### config.mk
export PLATFORM = sky130hd
export DESIGN_NAME = soc_bus_arbiter
export DESIGN_NICKNAME = d
export VERILOG_FILES = /design/src/rtl/soc_bus_arbiter.sv
export SDC_FILE = /design/constraint.sdc
export NUM_CORES = 1
export LEC_CHECK = 0
export BUFFER_PORTS_ARGS = -buffer_cell sky130_fd_sc_hd__buf_2
export CAP_MARGIN = 20
export CORE_ASPECT_RATIO = 0.5
export CORE_MARGIN = 2
export CORE_UTILIZATION = 45
export CTS_CLUSTER_DIAMETER = 40
export CTS_CLUSTER_SIZE = 28
export DETAILED_ROUTE_END_ITERATION = 6
export PLACE_DENSITY = 0.79
export RECOVER_POWER = 50
export SYNTH_ARGS = -nofsm -noshare
export SYNTH_HDL_FRONTEND = slang
export SYNTH_SLANG_ARGS = --single-unit
### constraint.sdc
create_clock -name clk -period 2.24 [get_ports clk]
set_input_delay 0.224 -clock clk [delete_from_list [all_inputs] [get_ports clk]]
set_output_delay 0.224 -clock clk [all_outputs]
set_load 0.005 [all_outputs]
### src/rtl/soc_bus_arbiter.sv
`default_nettype none
// ============================================================================
// Module   : soc_bus_arbiter
// Brief    : Two-master round-robin arbiter for the data memory slave port,
//            one outstanding transaction, with a slave-hang timeout.
// Revision : 1.0 - initial release
// ============================================================================
module soc_bus_arbiter #(
  parameter int AW      = 32,
  parameter int DW      = 32,
  parameter int TIMEOUT = 16,
  parameter int CW      = $clog2(TIMEOUT + 1)
) (
  input  logic            clk,
  input  logic            rst,
  input  logic            m0_req,
  input  logic            m0_we,
  input  logic [AW-1:0]   m0_addr,
  input  logic [DW-1:0]   m0_wdata,
  input  logic [DW/8-1:0] m0_wstrb,
  output logic            m0_gnt,
  output logic            m0_rvalid,
  output logic [DW-1:0]   m0_rdata,
  output logic            m0_err,
  input  logic            m1_req,
  input  logic            m1_we,
  input  logic [AW-1:0]   m1_addr,
  input  logic [DW-1:0]   m1_wdata,
  input  logic [DW/8-1:0] m1_wstrb,
  output logic            m1_gnt,
  output logic            m1_rvalid,
  output logic [DW-1:0]   m1_rdata,
  output logic            m1_err,
  output logic            s_req,
  output logic            s_we,
  output logic [AW-1:0]   s_addr,
  output logic [DW-1:0]   s_wdata,
  output logic [DW/8-1:0] s_wstrb,
  input  logic            s_gnt,
  input  logic            s_rvalid,
  input  logic [DW-1:0]   s_rdata
);

  typedef enum logic [1:0] {
    ST_IDLE  = 2'd0,
    ST_ISSUE = 2'd1,
    ST_WAIT  = 2'd2,
    ST_RESP  = 2'd3
  } state_t;

  localparam logic [CW-1:0] c_CNT_LAST = CW'(TIMEOUT - 1);
  localparam logic [CW-1:0] c_CNT_ONE  = CW'(1);

  state_t          r_state, w_state_nxt;
  logic            r_prio, w_prio_nxt;
  logic            r_owner, w_owner_nxt;
  logic [CW-1:0]   r_cnt, w_cnt_nxt;
  logic            w_win, w_expire, w_done, w_done_err;
  logic            w_s_req_nxt, w_s_we_nxt;
  logic [AW-1:0]   w_s_addr_nxt;
  logic [DW-1:0]   w_s_wdata_nxt;
  logic [DW/8-1:0] w_s_wstrb_nxt;
  logic            w_m0_gnt_nxt, w_m0_rvalid_nxt, w_m0_err_nxt;
  logic            w_m1_gnt_nxt, w_m1_rvalid_nxt, w_m1_err_nxt;
  logic [DW-1:0]   w_m0_rdata_nxt, w_m1_rdata_nxt;

  // 0 selects m0; prio only breaks ties when both masters request
  assign w_win    = (m0_req && m1_req) ? r_prio : m1_req;
  // Counter value that will become TIMEOUT at this edge
  assign w_expire = (r_cnt == c_CNT_LAST);

  always_comb begin
    w_state_nxt     = r_state;
    w_prio_nxt      = r_prio;
    w_owner_nxt     = r_owner;
    w_cnt_nxt       = r_cnt;
    w_s_req_nxt     = s_req;
    w_s_we_nxt      = s_we;
    w_s_addr_nxt    = s_addr;
    w_s_wdata_nxt   = s_wdata;
    w_s_wstrb_nxt   = s_wstrb;
    w_m0_gnt_nxt    = 1'b0;
    w_m1_gnt_nxt    = 1'b0;
    w_m0_rvalid_nxt = 1'b0;
    w_m1_rvalid_nxt = 1'b0;
    w_m0_err_nxt    = 1'b0;
    w_m1_err_nxt    = 1'b0;
    w_m0_rdata_nxt  = m0_rdata;
    w_m1_rdata_nxt  = m1_rdata;
    w_done          = 1'b0;
    w_done_err      = 1'b0;

    case (r_state)
      ST_IDLE: begin
        if (m0_req || m1_req) begin
          w_owner_nxt   = w_win;
          w_prio_nxt    = ~w_win;
          w_cnt_nxt     = '0;
          w_s_req_nxt   = 1'b1;
          w_s_we_nxt    = w_win ? m1_we    : m0_we;
          w_s_addr_nxt  = w_win ? m1_addr  : m0_addr;
          w_s_wdata_nxt = w_win ? m1_wdata : m0_wdata;
          w_s_wstrb_nxt = w_win ? m1_wstrb : m0_wstrb;
          w_m0_gnt_nxt  = ~w_win;
          w_m1_gnt_nxt  = w_win;
          w_state_nxt   = ST_ISSUE;
        end
      end
      ST_ISSUE: begin
        w_cnt_nxt = r_cnt + c_CNT_ONE;
        if (w_expire) begin
          w_done     = 1'b1;
          w_done_err = 1'b1;
        end else if (s_gnt) begin
          w_s_req_nxt = 1'b0;
          w_state_nxt = ST_WAIT;
        end
      end
      ST_WAIT: begin
        w_cnt_nxt = r_cnt + c_CNT_ONE;
        // A real completion beats a coincident expiry
        if (s_rvalid) begin
          w_done = 1'b1;
        end else if (w_expire) begin
          w_done     = 1'b1;
          w_done_err = 1'b1;
        end
      end
      default: begin
        w_state_nxt = ST_IDLE;
      end
    endcase

    if (w_done) begin
      w_s_req_nxt = 1'b0;
      w_state_nxt = ST_RESP;
      if (r_owner) begin
        w_m1_rvalid_nxt = 1'b1;
        w_m1_err_nxt    = w_done_err;
        w_m1_rdata_nxt  = w_done_err ? '0 : s_rdata;
      end else begin
        w_m0_rvalid_nxt = 1'b1;
        w_m0_err_nxt    = w_done_err;
        w_m0_rdata_nxt  = w_done_err ? '0 : s_rdata;
      end
    end
  end

  always_ff @(posedge clk) begin
    if (rst) begin
      r_state   <= ST_IDLE;
      r_prio    <= 1'b0;
      r_owner   <= 1'b0;
      r_cnt     <= '0;
      s_req     <= 1'b0;
      s_we      <= 1'b0;
      s_addr    <= '0;
      s_wdata   <= '0;
      s_wstrb   <= '0;
      m0_gnt    <= 1'b0;
      m0_rvalid <= 1'b0;
      m0_rdata  <= '0;
      m0_err    <= 1'b0;
      m1_gnt    <= 1'b0;
      m1_rvalid <= 1'b0;
      m1_rdata  <= '0;
      m1_err    <= 1'b0;
    end else begin
      r_state   <= w_state_nxt;
      r_prio    <= w_prio_nxt;
      r_owner   <= w_owner_nxt;
      r_cnt     <= w_cnt_nxt;
      s_req     <= w_s_req_nxt;
      s_we      <= w_s_we_nxt;
      s_addr    <= w_s_addr_nxt;
      s_wdata   <= w_s_wdata_nxt;
      s_wstrb   <= w_s_wstrb_nxt;
      m0_gnt    <= w_m0_gnt_nxt;
      m0_rvalid <= w_m0_rvalid_nxt;
      m0_rdata  <= w_m0_rdata_nxt;
      m0_err    <= w_m0_err_nxt;
      m1_gnt    <= w_m1_gnt_nxt;
      m1_rvalid <= w_m1_rvalid_nxt;
      m1_rdata  <= w_m1_rdata_nxt;
      m1_err    <= w_m1_err_nxt;
    end
  end

endmodule
`default_nettype wire

==> impl_summary.log <==
[metrics] outcome: complete, but fails checks
[metrics] violated checks: design-rule violations
[metrics] Slew @ Worst Pin: 797 ps
[metrics] cell accounting for the most synthesized area: sky130_fd_sc_hd__dfxtp_1
[metrics] via count of the first global-routing pass: 5,292
[metrics] overall routing resource usage: 0.236
[metrics] number of nets with antenna violations after detailed routing: 0
[metrics] die area: 13,900 um2
[metrics] most common cell after layout, fill and taps aside: sky130_fd_sc_hd__buf_2
[metrics] number of failing hold endpoints at the final stage: 0
[metrics] nets@finish: 1,071
[metrics] crit-path leading delay family: simple AND/OR/NAND/NOR gates
[metrics] DRC: 46
[metrics] number of unique standard cell types used by synthesis: 39
[metrics] Avg Vias per Cell: 5.31
[metrics] longest individual stage delay on the worst path: around 620 ps
[metrics] Achievable Freq: 480 MHz
[metrics] syn nets: 778
[metrics] hold path startpoint: m1_addr[8]
[metrics] die width: between 150 and 200 um
[metrics] Total Negative Setup Slacks: 0 ps
[metrics] count of flip-flops with a built-in enable after synthesis: 0
[metrics] biggest area contributors in the synthesized netlist: sky130_fd_sc_hd__dfxtp_1 51%, sky130_fd_sc_hd__a222oi_1 12%, sky130_fd_sc_hd__nand2b_1 7.1%, sky130_fd_sc_hd__nand3_1 5.7%, sky130_fd_sc_hd__inv_1 4.7%
[metrics] instance count of the mapped netlist: 597
[metrics] most used flip-flop cell after synthesis: sky130_fd_sc_hd__dfxtp_1
[metrics] portion of the post-synthesis area used by sequential elements: 0.513
[metrics] CTS Hold Buffers Added: 0
[metrics] PD cells: 1030 nW/um2
[metrics] die extent in y: 84.4 um
[metrics] static power due to leakage: 3.79 nW
[metrics] filler instances: 1,124
[metrics] Setup Viol. Count Final: 0
[metrics] most repeated library cell on the critical path: sky130_fd_sc_hd__inv_1
[metrics] normalized max-slew margin: 0.467
[metrics] worst hold path type: input port to register
[metrics] max-slew violation total from the final report: 0
[metrics] main combinational cell family by area after synthesis: compound AO/OA/AOI/OAI gates
[metrics] cells resized by post-CTS repair: 0
[metrics] most frequent cells in the layout: 235 x sky130_fd_sc_hd__buf_2, 149 x sky130_fd_sc_hd__dfxtp_1, 80 x sky130_fd_sc_hd__clkbuf_1
[metrics] initial core utilization: 0.460
[metrics] number of clock sinks: between 100 and 150
[metrics] setup repair after global routing missed its margin: no
[metrics] insertion delay to the later sink of the worst-skew pair: 400 ps
[metrics] PortBufs: between 300 and 400
[metrics] largest buffer count on any clock path: 2
[metrics] Seq. cell area: between 2000 and 3000 um2
[metrics] Avg Cell Area, Syn: 9.74 um2
[metrics] number of max-capacitance violations reported: 0
[metrics] Crit path buffers/inverters: 3
[metrics] Synth Area in Compound Gates: 0.207
[metrics] placed cell areas: 7380 um2
[metrics] core area: 12,600 um2
[metrics] maximum net fanout on the critical path: 38
[metrics] aggregate global routing overflow: 0
[metrics] TritonCTS clock tree: done
[metrics] Pre-Repair DR Iteration Count: 7
[metrics] number of placed I/O pins: 316
[metrics] Critical R2R Capture: s_addr[22]
[metrics] worst flop-to-flop path startpoint: r_state[0]
[metrics] Post-Syn Area: 5810 um2
[metrics] vias: ~5,700
[metrics] clock slew at the register clock pins of the worst setup and hold paths: 60 ps
[metrics] largest net degree at the start of global routing: 74
[metrics] Final min period: 2080 ps
[metrics] post-detail-place hpwl: 12,200 um
[metrics] global placement routability congestion: between 0.8 and 0.9
[metrics] Post-CTS Setup Inserts: 0
[metrics] wire length of the first global-routing pass: ~26,000 um
[metrics] Num CTS Buffers: 17
[metrics] layout overhead on the synthesized area: 35.0%
[metrics] Min-Delay Endpoint: s_addr[8]
[metrics] master cell of the clock root buffer: sky130_fd_sc_hd__clkbuf_16
[metrics] crit path DAT: 2430 ps
[metrics] multiplexer share of the synthesized area: 0.00172
[metrics] reg-to-reg slack, setup: 160 ps
[metrics] maximum ir drop on the vdd rail: roughly 0.64 mV
[metrics] maximum clock skew at final layout: 8.46 ps
[metrics] adder and majority gate portion of the synthesized area: 0.0108
[metrics] Worst Path Required: 2580 ps
[metrics] post-synthesis simple-gate area fraction: 0.157
[metrics] Synth Register Bits: 149
[metrics] summed area of non-filler cells in the final layout: around 8000 um2
[metrics] list of cells traversed by the critical path: inv_1, ha_1, o21a_1, nor2_4, buf_12, a222oi_1, inv_1
[metrics] ratio of cells with drive above 1 in the final layout: 0.318
[metrics] sort of element at the start of the critical path: register
[metrics] critical path endpoint category: register
[metrics] worst hold path cell count: 3
[metrics] post-synthesis xor/xnor area fraction: 0
[metrics] proportion of register bits with asynchronous set or reset after synthesis: 0
[metrics] initial antenna violation count: 1
[metrics] Setup CP Type: register to register
[metrics] wire length per cell: ~16 um
[metrics] CTS HTree Levels: 4
[metrics] number of cells on the worst reg-to-reg path: 7
[metrics] Crit-path slowest cell: sky130_fd_sc_hd__nor2_4
[metrics] Routed Wire Length: between 15,000 and 20,000 um
[metrics] area occupied by multi-input gates: 2200 um2
[metrics] number of warning messages in the yosys log: 0
[metrics] site row count: 29
[metrics] share of the cycle needed by the critical path after routing: 0.930
[metrics] 1st-iter DRT viols: 732
[metrics] area share of the largest cell type after synthesis: 0.513
## cells in the mapped netlist, types with 2 or more instances
| cell | number |
|---|---|
| sky130_fd_sc_hd__clkbuf_2 | 3 |
| sky130_fd_sc_hd__o21ai_0 | 46 |
| sky130_fd_sc_hd__nor3b_1 | 2 |
| sky130_fd_sc_hd__a21oi_1 | 5 |
| sky130_fd_sc_hd__nand2b_1 | 66 |
| sky130_fd_sc_hd__buf_6 | 17 |
| sky130_fd_sc_hd__clkbuf_1 | 9 |
| sky130_fd_sc_hd__and3_1 | 3 |
| sky130_fd_sc_hd__nor2_1 | 7 |
| sky130_fd_sc_hd__a21o_1 | 2 |
| sky130_fd_sc_hd__a222oi_1 | 69 |
| sky130_fd_sc_hd__buf_4 | 3 |
| sky130_fd_sc_hd__inv_1 | 73 |
| sky130_fd_sc_hd__buf_2 | 20 |
| sky130_fd_sc_hd__a22oi_1 | 2 |
| sky130_fd_sc_hd__ha_1 | 5 |
| sky130_fd_sc_hd__dfxtp_1 | 149 |
| sky130_fd_sc_hd__nand3_1 | 66 |
| sky130_fd_sc_hd__o21ai_1 | 21 |
| sky130_fd_sc_hd__o21bai_1 | 2 |
| sky130_fd_sc_hd__nand2_1 | 4 |
| sky130_fd_sc_hd__a211oi_1 | 2 |
| sky130_fd_sc_hd__nor3_1 | 2 |
| sky130_fd_sc_hd__nor2b_1 | 4 |
## metrics by stage
stage               std cells  setup slack (ps)  hold slack (ps)  utilization  power (W)
CTS                      1073               185             9.00        0.630    0.00820
global route             1074              38.0             14.3        0.621    0.00851
floorplan                 597               450              340            -    0.00462
finish                   1074               157             28.0        0.621    0.00808
detailed placement       1041               208              435        0.584    0.00545
global placement         1041               328              427        0.584    0.00539
## area by class of cell
cell class                      instances  area share
Inverter                               73      0.0349
Sequential cell                       149       0.380
Timing Repair Buffer                  326       0.203
Clock inverter                         13      0.0155
Antenna cell                            1    0.000319
Multi-Input combinational cell        323       0.281
Tap cell                              170      0.0271
Clock buffer                           19      0.0577
## per-layer routing
metal | part of all wire | global-route usage | up-vias
met4 | 0.014 | 0.0806 | 0
met2 | 0.49 | 0.410 | 228
met1 | 0.41 | 0.284 | 2718
met3 | 0.077 | 0.0627 | 16
met5 | 0 | 0 | -
li1 | - | - | 2740
## cell families (layout without fill, tap and decap cells)
| logic type | count (synthesis) | in the layout |
|---|---|---|
| adder cells (fa/ha/maj) | 5 | 5 |
| AO/OA/AOI/OAI | 157 | 157 |
| flip-flops | 149 | 149 |
| AND/OR/NAND/NOR | 160 | 160 |
| other | 0 | 1 |
| buffers and inverters | 125 | 431 |
| multiplexers | 1 | 1 |
## worst reg2reg max path: cells and delay by family (launching register included)
kind / cells / cell delay (ps)
adder cells (fa/ha/maj): 1 / 260
flip-flops: 1 / 360
AO/OA/AOI/OAI: 2 / 310
buffers and inverters: 3 / 470
AND/OR/NAND/NOR: 1 / 620
## registers in the layout (all words and copies together), names as in the netlist
name and cells:
m0_rdata 32, s_addr 32, r_cnt 5, m0_gnt 1, s_we 1, m1_err 1
m1_rvalid 1, s_wdata 32, r_owner 1, m1_gnt 1, s_req 1, s_wstrb 4
r_prio 1, m0_err 1, m1_rdata 32, m0_rvalid 1, r_state 2
## worst max-delay path by stage
| stage | startpoint | end | slack, ps | cells past startpoint |
|---|---|---|---|---|
| finish | r_state[0] | s_addr[22] | 160 | 7 |
| global route | r_state[0] | s_wdata[31] | 40 | 7 |
| CTS | r_state[0] | s_addr[22] | 180 | 7 |
| detailed placement | r_state[0] | s_wdata[6] | 210 | 7 |
| global placement | r_state[0] | s_wdata[7] | 330 | 7 |
| floorplan | r_cnt[0] | r_state[0] | 450 | 7 |
## where the power goes
part / internal, W / leakage (nW) / total [W] / switching (W)
sequential: 0.00314 / 1.22 / 0.00342 / 0.000281
clock: 0.00160 / 0.281 / 0.00272 / 0.00112
combinational: 0.000846 / 2.29 / 0.00193 / 0.00109
(Power assumes the default switching activity.)
